`config.mk`:
```
export PLATFORM = sky130hd
export DESIGN_NAME = status_uart_tx
export DESIGN_NICKNAME = d
export VERILOG_FILES = /design/src/rtl/status_uart_pkg.sv /design/src/rtl/status_fifo.sv /design/src/rtl/status_uart_tx.sv
export SDC_FILE = /design/constraint.sdc
export NUM_CORES = 1
export LEC_CHECK = 0
export ABC_AREA = 1
export BUFFER_PORTS_ARGS = -buffer_cell sky130_fd_sc_hd__buf_2
export CAP_MARGIN = 0
export CELL_PAD_IN_SITES_DETAIL_PLACEMENT = 1
export CELL_PAD_IN_SITES_GLOBAL_PLACEMENT = 1
export CORE_MARGIN = 5
export CORE_UTILIZATION = 47
export CTS_BUF_LIST = sky130_fd_sc_hd__clkbuf_16
export CTS_CLUSTER_DIAMETER = 60
export DETAILED_ROUTE_END_ITERATION = 10
export GPL_TIMING_DRIVEN = 1
export HOLD_SLACK_MARGIN = 0.08
export PLACE_DENSITY = 0.86
export SLEW_MARGIN = 20
export SYNTH_ARGS = -nofsm -noshare
export SYNTH_HDL_FRONTEND = slang
export SYNTH_SLANG_ARGS = --single-unit
```
`constraint.sdc`:
```
create_clock -name wb_clk_i -period 2.4 [get_ports wb_clk_i]
set_input_delay 0.36 -clock wb_clk_i [delete_from_list [all_inputs] [get_ports wb_clk_i]]
set_output_delay 0.36 -clock wb_clk_i [all_outputs]
set_load 0.02 [all_outputs]
```
`src/rtl/status_uart_pkg.sv`:
```
`default_nettype none
// +-----------------------------------------------------------------------------+
// | status_uart_pkg : shared state encodings and defaults for status_uart_tx.   |
// | Revision: 1.0                                                               |
// +-----------------------------------------------------------------------------+
package status_uart_pkg;

   localparam int c_default_depth = 8;
   localparam int c_default_div_w = 16;

   typedef enum logic [1:0] {
      ST_IDLE  = 2'd0,
      ST_START = 2'd1,
      ST_DATA  = 2'd2,
      ST_STOP  = 2'd3
   } uart_state_t;

endpackage
`default_nettype wire

```
`src/rtl/status_fifo.sv`:
```
`default_nettype none
// +-----------------------------------------------------------------------------+
// | status_fifo : synchronous byte FIFO, first-word fall-through read port.     |
// | Revision: 1.0                                                               |
// +-----------------------------------------------------------------------------+
module status_fifo #(
   parameter int DEPTH = 8
) (
   input  logic                    clk,
   input  logic                    rst,
   input  logic                    i_push,
   input  logic [7:0]              i_din,
   input  logic                    i_pop,
   output logic [7:0]              o_dout,
   output logic                    o_full,
   output logic                    o_empty,
   output logic [$clog2(DEPTH):0]  o_level
);

   localparam int c_aw = $clog2(DEPTH);

   logic [7:0]    r_mem [DEPTH];
   logic [c_aw:0] r_wr_ptr;
   logic [c_aw:0] r_rd_ptr;
   logic          w_push_ok;
   logic          w_pop_ok;

   // Extra pointer MSB distinguishes full from empty when the indices match.
   assign o_full    = (r_wr_ptr[c_aw] != r_rd_ptr[c_aw]) &&
                      (r_wr_ptr[c_aw-1:0] == r_rd_ptr[c_aw-1:0]);
   assign o_empty   = (r_wr_ptr == r_rd_ptr);
   assign w_push_ok = i_push && !o_full;
   assign w_pop_ok  = i_pop && !o_empty;
   assign o_dout    = r_mem[r_rd_ptr[c_aw-1:0]];
   assign o_level   = r_wr_ptr - r_rd_ptr;

   always_ff @(posedge clk) begin
      if (rst) begin
         r_wr_ptr <= '0;
         r_rd_ptr <= '0;
      end else begin
         if (w_push_ok) r_wr_ptr <= r_wr_ptr + 1'b1;
         if (w_pop_ok)  r_rd_ptr <= r_rd_ptr + 1'b1;
      end
   end

   always_ff @(posedge clk) begin
      if (w_push_ok) r_mem[r_wr_ptr[c_aw-1:0]] <= i_din;
   end

endmodule
`default_nettype wire

```
`src/rtl/status_uart_tx.sv`:
```
`default_nettype none
// +-----------------------------------------------------------------------------+
// | status_uart_tx : FIFO-buffered 8N1 UART transmitter, LSB first.             |
// | Revision: 1.0                                                               |
// +-----------------------------------------------------------------------------+
module status_uart_tx
   import status_uart_pkg::*;
#(
   parameter int DEPTH = c_default_depth,
   parameter int DIV_W = c_default_div_w
) (
   input  logic                    wb_clk_i,
   input  logic                    wb_rst_i,
   input  logic [DIV_W-1:0]        clk_div,
   input  logic [7:0]              tx_data,
   input  logic                    tx_valid,
   output logic                    tx_ready,
   output logic                    tx_o,
   output logic                    busy,
   output logic [$clog2(DEPTH):0]  level
);

   uart_state_t      r_state;
   uart_state_t      w_state_nxt;
   logic [7:0]       r_shift;
   logic [DIV_W-1:0] r_div;
   logic [DIV_W-1:0] r_baud;
   logic [2:0]       r_bit_cnt;
   logic             r_tx;
   logic             w_full;
   logic             w_empty;
   logic             w_pop;
   logic             w_tick;
   logic [7:0]       w_fifo_dout;

   status_fifo #(
      .DEPTH (DEPTH)
   ) u_fifo (
      .clk     (wb_clk_i),
      .rst     (wb_rst_i),
      .i_push  (tx_valid),
      .i_din   (tx_data),
      .i_pop   (w_pop),
      .o_dout  (w_fifo_dout),
      .o_full  (w_full),
      .o_empty (w_empty),
      .o_level (level)
   );

   assign tx_ready = !w_full;
   assign busy     = (r_state != ST_IDLE) || !w_empty;
   assign tx_o     = r_tx;
   assign w_tick   = (r_baud == r_div);

   always_comb begin
      w_state_nxt = r_state;
      w_pop       = 1'b0;
      case (r_state)
         ST_IDLE: begin
            if (!w_empty) begin
               w_pop       = 1'b1;
               w_state_nxt = ST_START;
            end
         end
         ST_START: if (w_tick) w_state_nxt = ST_DATA;
         ST_DATA:  if (w_tick && (r_bit_cnt == 3'd7)) w_state_nxt = ST_STOP;
         ST_STOP: begin
            // Chain straight into the next start bit so frames stay contiguous.
            if (w_tick) begin
               if (!w_empty) begin
                  w_pop       = 1'b1;
                  w_state_nxt = ST_START;
               end else begin
                  w_state_nxt = ST_IDLE;
               end
            end
         end
         default: w_state_nxt = ST_IDLE;
      endcase
   end

   always_ff @(posedge wb_clk_i) begin
      if (wb_rst_i) r_state <= ST_IDLE;
      else          r_state <= w_state_nxt;
   end

   always_ff @(posedge wb_clk_i) begin
      if (wb_rst_i) begin
         r_shift   <= '0;
         r_div     <= '0;
         r_baud    <= '0;
         r_bit_cnt <= '0;
         r_tx      <= 1'b1;
      end else if (w_pop) begin
         // Divisor is captured per frame; later changes apply to the next frame.
         r_shift   <= w_fifo_dout;
         r_div     <= clk_div;
         r_baud    <= '0;
         r_bit_cnt <= '0;
         r_tx      <= 1'b0;
      end else if (r_state != ST_IDLE) begin
         if (!w_tick) begin
            r_baud <= r_baud + 1'b1;
         end else begin
            r_baud <= '0;
            case (r_state)
               ST_START: r_tx <= r_shift[0];
               ST_DATA: begin
                  r_bit_cnt <= r_bit_cnt + 1'b1;
                  r_shift   <= r_shift >> 1;
                  r_tx      <= (r_bit_cnt == 3'd7) ? 1'b1 : r_shift[1];
               end
               default: r_tx <= 1'b1;
            endcase
         end
      end
   end

endmodule
`default_nettype wire
```
# --- Word level (Yosys, flattened, before mapping) ---
# Memory sizes are Yosys's and may differ from the RTL's. A register that Yosys moved wholly into a read port is not among the register bits.
# Index checks and enable logic that the tools add are counted.
classes:
  add_sub_neg: 5
  mul: 0
  div: 0
  n_lt_le_gt_ge: 0
  eq_ne: 12
  shift: 0
  mux: 23
  bitwise_logic: 0
  reduce_logical: 17
op_table:
  columns: ["operator", "count"]
  rows:
  - ["2-to-1 mux 8 bit", 4]
  - ["adder 16 x 1 -> 16 bit (second input constant)", 1]
  - ["equality test 16 bit", 1]
  - ["2-to-1 mux 16 bit", 1]
  - ["2-to-1 mux 1 bit", 9]
  - ["adder 4 x 1 -> 4 bit (second input constant)", 2]
  - ["2-to-1 mux 2 bit", 4]
  - ["inequality test 2 bit (second input constant)", 4]
  - ["one-hot mux 2 bit (4 select lines)", 1]
  - ["nonzero test 2 bit", 4]
  - ["2-to-1 mux 3 bit", 2]
  - ["AND reduction 3 bit", 2]
  - ["equality test 2 bit (second input constant)", 2]
  - ["equality test 4 bit", 1]
  - ["logical AND 1 bit", 4]
  - ["one-hot mux 1 bit (2 select lines)", 2]
  - ["AND reduction 4 bit", 1]
  - ["subtractor 4 bit", 1]
  - ["adder 3 x 1 -> 3 bit (second input constant)", 1]
  - ["equality test 3 bit", 1]
  - ["equality test 3 bit (second input constant)", 1]
  - ["equality test 2 x 1 -> 1 bit (second input constant)", 1]
  - ["zero test 1 bit", 2]
  - ["zero test 2 bit", 1]
  - ["other kinds (4)", 4]
word_totals:
  register_bits: 54
  latch_bits: 0
  ramBits: 64
  mem_bits_ro: 0
  input_bits: 27
  out_inout_bits: 7
  memories: 1
memory_table:
  columns: ["memory", "depth", "word_bits", "read_ports", "rd_ports_with_merged_regs", "wr", "line", "source"]
  rows:
  - ["u_fifo.r_mem", 8, 8, 1, 1, 1, "status_fifo.sv:22", "logic [7:0] r_mem [DEPTH];"]

# --- Depth between registers and ports, before layout ---
logic_depth:
  depth_word: 7
  ltp_mapped: 14
  mapped_depth_nobuf: 13

# --- By module ---
# Synthesis repeated with hierarchy kept, for this count alone.
hier_totals:
  hier_cells: 665
  area_unflattened_um2: 5825.6
by_module_without_submodules:
  columns: ["module", "instances", "cells_per_inst", "area_each_um2"]
  rows:
  - ["status_fifo", 1, 295, 3229.3]
  - ["status_uart_tx", 1, 370, 2596.2]

# --- Least setup slack after synthesis ---
# Ideal clock, no wire load.
synth_path:
  kind: "reg2reg"
  startpoint: "reg u_fifo.r_wr_ptr[0]"
  endpoint: "mem u_fifo.r_mem[7][0] (enable)"
  setup_time_ps: 375
  t_arrival_ps: 1838
  required_time_ps: 2025
  slack_ps: 188
  stages_incl_launch_ff: 10
  n_path_buf: 0
  synth_period_minus_slack_ps: 2212
  path_cell_list: "dfxtp_1 inv_1 ha_1 inv_1 nor3_2 nand2_1 nand2_1 nor2_1 inv_1 nor2_1"
synth_via:
  elab_chain_len: 6
synth_rtl:
  columns: ["item", "line", "source"]
  rows:
  - ["start, declared", "status_fifo.sv:23", "logic [c_aw:0] r_wr_ptr;"]
  - ["start signal, assigned", "status_fifo.sv:42", "if (w_push_ok) r_wr_ptr <= r_wr_ptr + 1'b1;"]
  - ["equality test 3 bit", "status_fifo.sv:30", "(r_wr_ptr[c_aw-1:0] == r_rd_ptr[c_aw-1:0]);"]
  - ["logical AND 1 bit", "status_fifo.sv:29", "assign o_full = (r_wr_ptr[c_aw] != r_rd_ptr[c_aw]) &&"]
  - ["zero test 1 bit", null, null]
  - ["net tx_ready", "status_uart_tx.sv:17", "output logic tx_ready,"]
  - ["logical AND 1 bit", "status_fifo.sv:32", "assign w_push_ok = i_push && !o_full;"]
  - ["2-to-1 mux 1 bit", "status_fifo.sv:48", "if (w_push_ok) r_mem[r_wr_ptr[c_aw-1:0]] <= i_din;"]
  - ["2-to-1 mux 1 bit (implied by the code)", "status_fifo.sv:48", null]
  - ["end, declared", "status_fifo.sv:22", null]
# The timed path passes the listed nets, and every way through them passes these cells.

# --- Worst setup path after layout ---
layout_path:
  startpoint: "reg u_fifo.r_rd_ptr[1]"
  endpoint: "mem u_fifo.r_mem[1][2] (enable)"
layout_via:
  elab_chain_len: 6
layout_rtl:
  columns: ["item", "line", "source"]
  rows:
  - ["start, declared", "status_fifo.sv:24", "logic [c_aw:0] r_rd_ptr;"]
  - ["start signal, assigned", "status_fifo.sv:43", "if (w_pop_ok) r_rd_ptr <= r_rd_ptr + 1'b1;"]
  - ["equality test 3 bit", "status_fifo.sv:30", null]
  - ["logical AND 1 bit", "status_fifo.sv:29", null]
  - ["zero test 1 bit", "status_fifo.sv:32", null]
  - ["logical AND 1 bit", "status_fifo.sv:32", null]
  - ["2-to-1 mux 1 bit", "status_fifo.sv:48", null]
  - ["2-to-1 mux 1 bit (implied by the code)", "status_fifo.sv:48", null]
# No other way between the ends.

==> metrics.yaml <==
status: "finished, final reports clean"
cp-end-kind: "flip-flop"
wl_per_cell_um: 19.3
cts_made_buffers: 17
rows: 39
htree_levels: 4
irDropWorstVdd_uv: 731
timing.slew.headroom_pct: 53.7
avgViaCountPerCell: 5.51
synth_top_area_share_pct: 35.1
grt_pass1_vias: 4772
syn_inst: 602
layout-drive-gt1-share_pct: 14.6
crit_family: "simple AND/OR/NAND/NOR gates"
ys_types: 38
seq_area_frac_synth_pct: 56.0
rsz0062_at_grt: "true"
io-pin-count: 34
synth_ff_type: "edfxtp_1"
hpwl_mm: 10.4
pre_cts_ws_ns: -0.0282
yosysTopAreaCell: "edfxtp_1"
syn_area_um2: 5470
r2r_cells: 9
synth-edff-count: 64
hold_buffers: 0
synth_commonest_cells: "nand2_1, nor2_1, edfxtp_1, inv_1, dfxtp_1"
synth_seq_cells: 121
placed_area_um2: 5800
stdcell_area_um2: 6450
finalCritPeriodShare_pct: 97.9
start_util_pct: 47.9
antenna_found_initial: 0
crit_buf_inv: 3
hold_path.class: "in2reg"
hold_depth: 2
die_w_um: 118
yosysWarnings: 0
arrival_ns: 2.40
syn_area_per_cell_um2: 9.09
fin_skew_ns: 0.00989
cts_tree: "yes"
grt_pass1_wl_mm: 24.7
syn-num-nets: 642
grt_overflow: 0
clk_pin_slew_ns: 0.06
cellLeakagePower_uw: 0.00256
vias: 4408
clock-sinks: 121
required_ns: 2.45
crit_slowest_cell: "nor2_1"
io_buffers: 33
hold_path_end: "r_shift[7]"
dieArea_um2: 13900
area_delta_synth_final_pct: 17.9
dr.pass1.iters: 7
power_density_nw_per_um2: 1120
wirelength_mm: 15.4
setup_slack_ns: 0.0496
setup_violations: 0
ant_nets: 0
fin_hold_ws_ns: 0.202
r2r_slack_ns: 0.05
rr_endpoint: "u_fifo.r_mem[1][2]"
cp_slowest_stage_delay_ns: 0.56
hold_violations: 0
insertion_delay_ns: 0.43
crit_fanout: 8
p_total_uw: 7230
grt.total_usage_pct: 22.6
drv_cap: 0
worstPathCellList: "inv_1 > ha_1 > inv_1 > nor3_4 > nand2_1 > nand2_1 > nor2_1 > inv_1 > nor2_1"
die_y_um: 118
fin_setup_tns_ns: 0
diodes: 0
cts_buffer_depth: 2
drcViolationCount: 0
async_flop_share_pct: 0
cts-root-buf: "clkbuf_16"
fillers: 1311
cp-start-kind: "flip-flop"
coreArea_um2: 11400
finalCriticalPeriod_ns: 2.35
fin_nets: 684
gp_congestion: 0.915
synth_most_common_cell: "nand2_1"
path_class: "reg2reg"
clock.fmax_mhz: 425
drt_iter0_drc: 253
reg2reg_from: "u_fifo.r_rd_ptr[1]"
grt_max_degree: 33
synth.area.top_cells: "edfxtp_1, dfxtp_1, nand2_1"
slew_violations: 0
critPathMostFrequentCell: "inv_1"
hp-start: "wb_rst_i"
tightestPinTransition_ns: 0.693
-- power by group --
group	internal (µW)	switching [µW]
Sequential	2410	146
Clock	1530	984
Combinational	679	1490
-- layout by cell type (no fill, tap or decap), types with 4 or more instances in the layout --
cell,n
buf_4,9
a21oi_1,36
mux2i_1,12
dfxtp_1,57
ha_1,12
inv_1,65
clkinvlp_4,4
edfxtp_1,64
inv_2,6
xor2_1,16
clkbuf_16,17
buf_2,33
nor2_4,5
clkinv_4,4
nor3_1,10
nor2_1,64
o21ai_0,44
nand4_1,4
nand2_1,123
nand3_1,29
o22ai_1,12
-- flip-flops by register name, indices dropped and copies added, names as in the netlist, named ones only --
| name | flops |
|---|---|
| r_shift | 8 |
| u_fifo.r_mem | 64 |
| r_state | 2 |
| u_fifo.r_wr_ptr | 4 |
| r_div | 16 |
| u_fifo.r_rd_ptr | 4 |
| r_baud | 16 |
| r_bit_cnt | 3 |
| tx_o | 1 |
-- logic make-up (layout without fill, tap and decap cells) --
kind of cell             after synthesis  in the layout  share of synthesized area [%]
AO/OA/AOI/OAI                        101            101                           10.0
XOR/XNOR                              17             17                           2.72
adder cells (fa/ha/maj)               13             13                           3.11
buffers and inverters                 92            147                           6.84
flip-flops                           121            121                           56.0
multiplexers                          12             12                           2.20
AND/OR/NAND/NOR                      246            246                           19.1
-- timing repair --
action                     CTS  global route
pin swaps                    0             1
buffers inserted             0             0
resized for setup            1            14
setup endpoints to repair   32           101
-- how the worst max path moves through the flow --
| stage | startpoint | end | slack (ns) | cells after the start |
|---|---|---|---|---|
| global placement | u_fifo.r_rd_ptr[2] | u_fifo.r_mem[7][4] | 0.16 | 9 |
| global route | u_fifo.r_wr_ptr[0] | u_fifo.r_mem[5][5] | -0.12 | 9 |
| finish | u_fifo.r_rd_ptr[1] | u_fifo.r_mem[1][2] | 0.05 | 9 |
| floorplan | u_fifo.r_wr_ptr[0] | u_fifo.r_mem[7][0] | 0.19 | 9 |
| detailed placement | u_fifo.r_rd_ptr[2] | u_fifo.r_mem[0][2] | -0.03 | 9 |
| CTS | u_fifo.r_rd_ptr[2] | u_fifo.r_mem[2][2] | -0.05 | 9 |
-- metal layers --
layer  wire length, µm  vias to the layer above  global-route usage, %
li1                  -                     2092                      -
met5                 0                        -                      0
met2              8110                      108                   40.0
met4               310                        0                   7.81
met1              6330                     2177                   26.3
met3               666                       31                   6.10
-- layout make-up --
cell class	count	area (µm²)	area share (%)
Clock buffer	17	425	6.59
Clock inverter	15	154	2.39
Inverter	71	267	4.13
Multi-Input combinational cell	389	2100	32.5
Sequential cell	121	3060	47.5
Tap cell	143	179	2.77
Timing Repair Buffer	44	264	4.09
-- metrics by stage --
step / utilization [%] / std cells
6_report: 56.5 / 800
5_1_grt: 56.5 / 800
4_1_cts: 56.0 / 800
3_5_place_dp: 50.8 / 768
3_3_place_gp: 50.8 / 768
2_1_floorplan: - / 602
-- worst register-to-register path, stage by stage (launching register included) --
cell,delay (ns)
dfxtp_1,0.34
inv_1,0.08
ha_1,0.30
inv_1,0.14
nor3_4,0.08
nand2_1,0.09
nand2_1,0.12
nor2_1,0.12
inv_1,0.14
nor2_1,0.57
No activity file was read; power rests on OpenSTA's default activity.
